File: config.mk
export PLATFORM = sky130hd
export DESIGN_NAME = sd_crc7_serial
export DESIGN_NICKNAME = d
export VERILOG_FILES = /design/src/rtl/sd_cmd_pkg.sv /design/src/rtl/sd_crc7_serial.sv
export SDC_FILE = /design/constraint.sdc
export NUM_CORES = 1
export LEC_CHECK = 0
export BUFFER_PORTS_ARGS = -buffer_cell sky130_fd_sc_hd__buf_2
export CAP_MARGIN = 40
export CORE_AREA = 10 10 47 49
export DETAILED_ROUTE_END_ITERATION = 16
export DIE_AREA = 0 0 57 59
export PLACE_DENSITY = 0.41
export SYNTH_ARGS = -nofsm -noshare
export SYNTH_HDL_FRONTEND = slang
export SYNTH_SLANG_ARGS = --single-unit
File: constraint.sdc
create_clock -name clk -period 0.9 [get_ports clk]
set_input_delay 0.045 -clock clk [delete_from_list [all_inputs] [get_ports clk]]
set_output_delay 0.045 -clock clk [all_outputs]
set_load 0.03 [all_outputs]
File: src/rtl/sd_cmd_pkg.sv
// Shared definitions for the SD CMD-line datapath: response classes, frame lengths
// and the CRC7 generator used by both the serializer and the response checker.
package sd_cmd_pkg;

    localparam int SHORT_LEN = 48;
    localparam int LONG_LEN  = 136;
    localparam int SHORT_COV = 40;
    localparam int LONG_COV  = 120;

    // x^7 + x^3 + 1 with the x^7 term implicit
    localparam logic [6:0] CRC7_POLY = 7'h09;

    typedef enum logic [1:0] {
        RESP_R1 = 2'd0,
        RESP_R2 = 2'd1,
        RESP_R3 = 2'd2
    } resp_t;

    typedef enum logic [1:0] {
        ST_IDLE  = 2'd0,
        ST_CRC   = 2'd1,
        ST_CHECK = 2'd2
    } state_t;

    // Code 3 is not a distinct class; it behaves like an R1-class response.
    function automatic resp_t resp_decode(input logic [1:0] code);
        case (code)
            2'd1:    return RESP_R2;
            2'd2:    return RESP_R3;
            default: return RESP_R1;
        endcase
    endfunction

endpackage

File: src/rtl/sd_crc7_serial.sv
// Bit-serial CRC7 (SD command CRC), MSB first, zero initial value.
module sd_crc7_serial
    import sd_cmd_pkg::*;
(
    input  logic       clk,
    input  logic       reset,
    input  logic       clear,
    input  logic       bit_en,
    input  logic       bit_in,
    output logic [6:0] crc
);

    logic [6:0] crc_reg;
    logic       fb;

    assign fb  = bit_in ^ crc_reg[6];
    assign crc = crc_reg;

    always_ff @(posedge clk or negedge reset) begin
        if (!reset) begin
            crc_reg <= '0;
        end else if (clear) begin
            crc_reg <= '0;
        end else if (bit_en) begin
            crc_reg <= {crc_reg[5:0], 1'b0} ^ (fb ? CRC7_POLY : 7'd0);
        end
    end

endmodule

Word-level counts from Yosys, hierarchy flattened
Index checks and enable logic that the tools add are counted.
{ "op_classes": {"muxes": 3, "bitwise": 2, "n_reduce_logical": 1} }
{ "op_table": {"columns": ["op", "n"], "rows": [
  ["$mux 7", 2],
  ["$xor 7x4->7", 1],
  ["$mux 4", 1],
  ["$reduce_bool 2->1", 1],
  ["$xor 1x1->1", 1]
]} }
{ "word_totals": {"reg_bits": 7, "word_cells": 7} }

Depth between registers and ports, before layout
{ "depth": {"depth_word": 5, "depth_mapped": 4, "ltp_nobuf": 3} }

Least setup slack after synthesis
Ideal clock, no wire load.
{ "synth_timing": {"path_kind": "reg-to-reg", "start": "register crc_reg[6] (netlist: crc[6])", "end": "register crc_reg[3] (netlist: crc[3])", "t_arrival_ps": 965, "setup_slack_ps": -151, "stages_incl_launch_ff": 4, "path_buffers": 0, "period_less_slack_ps": 1051, "cell_sequence": "dfrtp_1 xnor2_1 nand4b_1 o211ai_1"} }
{ "synth_between": {"elab_chain_len": 5} }
{ "synth_lines": {"columns": ["element", "line", "text"], "rows": [
  ["from (decl)", "sd_crc7_serial.sv:13", "logic [6:0] crc_reg;"],
  ["from (signal assigned)", "sd_crc7_serial.sv:25", "crc_reg <= {crc_reg[5:0], 1'b0} ^ (fb ? CRC7_POLY : 7'd0);"],
  ["$xor 1x1->1", "sd_crc7_serial.sv:16", "assign fb = bit_in ^ crc_reg[6];"],
  ["$mux 4", "sd_crc7_serial.sv:25", null],
  ["$xor 7x4->7", "sd_crc7_serial.sv:25", null],
  ["$mux 7", "sd_crc7_serial.sv:24", "end else if (bit_en) begin"],
  ["$mux 7", "sd_crc7_serial.sv:22", "end else if (clear) begin"]
]} }
No other way between the ends. The select of a mux whose other input is x is not followed.
A chain may end at the register's enable or synchronous reset.

Worst setup path in the final report
Ends and elaborated chain as after synthesis.

==> run_results.csv <==
group,metric,value,unit
outcome,run_status,"finished clean",
clock_tree,max-clock-path-buffers,2,
power_and_ir_drop,p_int,540,uW
yosys,cells_taking_the_most_area_after_synthesis,"dfrtp_1 (57%), mux2i_1 (16%), nor2_1 (9.8%), nand4b_1 (2.8%), xnor2_1 (2.8%)",
clock_tree,clockRootBuffer,"clkbuf_4",
floorplan,ioPinCount,12,
worst_hold_path,hold_path.class,"primary input to flip-flop",
global_route,gr-total-overflow,0,
timing,finalCriticalPeriod,0.885,ns
detailed_routing,detailedRoute.firstPassIterationCount,3,
timing,timing.final.crit_share,98.4,%
power_and_ir_drop,pwr-share-seq,46.4,%
critical_path,r2r_end,"crc[3]",
yosys,yosysMostFrequentCell,"nor2_1",
yosys,synth-edff-count,0,
yosys,async_flop_share,100,%
finish,flip_flop_count_of_the_largest_register_after_layout,7,
global_route,grtUsageMet2,6.20,%
critical_path,worstReg2RegStart,"crc[6]",
timing,worst_pin_slew,0.228,ns
critical_path,reg2reg_setup_slack,0.01,ns
power_and_ir_drop,clkPwrFrac,39.1,%
clock_tree,inserted_clock_buffers,3,
clock_tree,htreeDepth,1,
finish,fin_nets,50,
yosys,synth_area_per_cell,11.0,um^2
detailed_routing,remaining_drc_errors,0,
critical_path,data_arrival_time_of_the_worst_path,1.05,ns
critical_path,critical-path-max-stage-delay,0.43,ns
power_and_ir_drop,power_density,1590,mW/mm^2
critical_path,timing.critical_path.required,1.07,ns
global_route,grt_start_max_net_pins,11,
finish,final_core_utilization,32.5,%
global_route,number_of_global_route_vias_before_repair,260,
critical_path,critical_path.n_buffers_inverters,0,
yosys,synthesis.area,308,um^2
detailed_routing,vias,254,
power_and_ir_drop,fin_total_pwr,723,uW
clock_tree,clock_latency_at_the_later_pin_of_the_worst_skew_pair,0.25,ns
yosys,netlist.top_cell.by_area,"dfrtp_1",
floorplan,core-area,0.00140,mm^2
yosys,syn-num-nets,33,
timing,rsz0062_at_grt,"true",
global_route,grt_util_met1,5.38,%
clock_tree,tritoncts_clock_tree,"yes",
detailed_routing,drtIter0Drc,3,
timing,timing_max_transition_violations_final,0,
critical_path,timing.critical_path.to_type,"flip-flop",
critical_path,ordered_list_of_cells_on_the_worst_path,"xnor2_2 -> nand4b_1 -> o211ai_1",
yosys,synth_commonest_cells,"nor2_1 (8), dfrtp_1 (7), mux2i_1 (5)",
timing,peak_clock_frequency_supported_by_timing,1130,MHz
yosys,yosys_most_used_dff,"dfrtp_1",
detailed_routing,antenna_violating_nets_post_route,0,
finish,stdcell_area,455,um^2
critical_path,startpoint_class_of_the_critical_path,"flip-flop",
critical_path,critical_path.max_fanout,3,
critical_path,setup.worst_path.class,"flip-flop to flip-flop",
worst_hold_path,holdCritStartpoint,"clear",
place,io_buffer_count,11,
timing,maxSlewHeadroom,84.8,%
timing,final_skew,0.00198,ns
global_route,met3_track_usage_gr,2.79,%
yosys,synth_seq_area_share,56.9,%
global_route,top_usage_layer,"met2",
power_and_ir_drop,ir_drop,0.618,mV
place,place.gp.congestion,0.721,
critical_path,reg2regPathDepth,3,
timing,hold_viol,0,
floorplan,die_area,0.00336,mm^2
timing,setup_viol,0,
timing,setup_total_negative_slack,0,ns
detailed_routing,routed_wire_length,744,um
floorplan,placement_rows,14,
clock_tree,clkSinkCount,7,
job,maxCapViolations,0,
power_and_ir_drop,share_of_power_burned_in_combinational_logic,14.5,%
yosys,synthDistinctLibCells,10,
global_route,antenna_found_initial,0,
worst_hold_path,whs_path_depth,2,
critical_path,critical_path.top_delay_family,"flip-flops",
yosys,yosys_register_bits,7,
floorplan,die_w,57,um
worst_hold_path,hold_path_end,"crc[4]",
critical_path,critPathSlowestCell,"dfrtp_2",
finish,area_delta_synth_final,48.0,%
floorplan,chipHeight,59,um
yosys,synth_top_cell_area_share,56.9,%
global_route,grtUsageTotal,4.76,%
power_and_ir_drop,switching_power,183,uW
clock_tree,clk_pin_slew,0.05,ns
floorplan,start_util,22.0,%
detailed_routing,vias_per_cell,4.23,
power_and_ir_drop,switching_share,25.4,%
global_route,grt_pass1_wl,1180,um
yosys,ys_warn_count,0,
finish,antenna_cells,0,
power_and_ir_drop,leak,0.234,nW
place,place_area,379,um^2
finish,drive_above_1_share,40.9,%
detailed_routing,drt-wirelength-per-cell,12.4,um
yosys,synthCells,28,
-- cells by family (layout without fill, tap and decap cells) --
| group | count (synthesis) | after routing | share of synthesized area (%) |
|---|---|---|---|
| xor gates and xnor gates | 1 | 1 | 2.85 |
| AOI/OAI and AO/OA | 2 | 2 | 4.88 |
| DFF | 7 | 7 | 56.9 |
| and+or+nand+nor | 11 | 11 | 15.0 |
| muxes | 5 | 5 | 16.3 |
| buffers and inverters | 2 | 18 | 4.06 |
-- layout make-up --
cell class	count	area (um^2)
Fill cell	156	946
Sequential cell	7	176
Tap cell	16	20.0
Clock buffer	4	26.3
Timing Repair Buffer	14	105
Multi-Input combinational cell	19	128
-- worst register-to-register path, stage by stage (launching register included) --
cell,delay [ns]
dfrtp_2,0.43
xnor2_2,0.18
nand4b_1,0.12
o211ai_1,0.09
-- worst max path at each step --
| stage | from | endpoint | slack, ns | cells past startpoint |
|---|---|---|---|---|
| finish | crc[6] | crc[3] | 0.01 | 3 |
| global route | crc[6] | crc[3] | -0.04 | 3 |
| CTS | crc[2] | crc[2] | 0.009 | 1 |
| detailed placement | crc[6] | crc[3] | 0.04 | 3 |
| global placement | crc[6] | crc[0] | 0.04 | 2 |
| floorplan | crc[6] | crc[3] | -0.04 | 3 |
-- power by group through the flow --
stage,logic (mW),registers [mW],clock network [mW]
2_1_floorplan,0.0395,0.362,0
3_3_place_gp,0.0919,0.340,0
3_5_place_dp,0.0917,0.340,0
4_1_cts,0.0963,0.335,0.300
5_1_grt,0.115,0.337,0.331
6_report,0.105,0.336,0.282
-- routing by layer --
layer	wire (um)	vias up	part of all wire (%)
met4	0	0	0
met5	0	-	0
met2	338	7	45
met3	55	0	7.4
li1	-	129	-
met1	350	118	47
-- cell usage in the layout, fill, tap and decap left out, drive strengths merged --
master and count:
a211oi 1, nand4b 1, nand2 2, nor2 8, dlygate4sd3 1, buf 13, clkbuf 4, xnor2 1
dfrtp 7, mux2i 5, o211ai 1
-- per-stage QoR --
step	hold slack [ns]	instances	setup slack, ns
after floorplan	-0.251	28	-0.0357
after global placement	-0.112	53	0.0429
after detailed placement	-0.114	53	0.0352
after CTS	0.0547	58	0.00943
after global routing	0.0773	60	-0.0437
final	0.0711	60	0.0146
-- repair_timing --
| action | CTS | global route |
|---|---|---|
| resized for setup | 3 | 11 |
| cloned | 0 | 0 |
| endpoints found under the setup margin | 2 | 9 |
| setup buffers | 0 | 2 |
| hold buffers | 1 | 0 |
| hold endpoints to repair | 7 | 0 |
(Power assumes the default switching activity.)
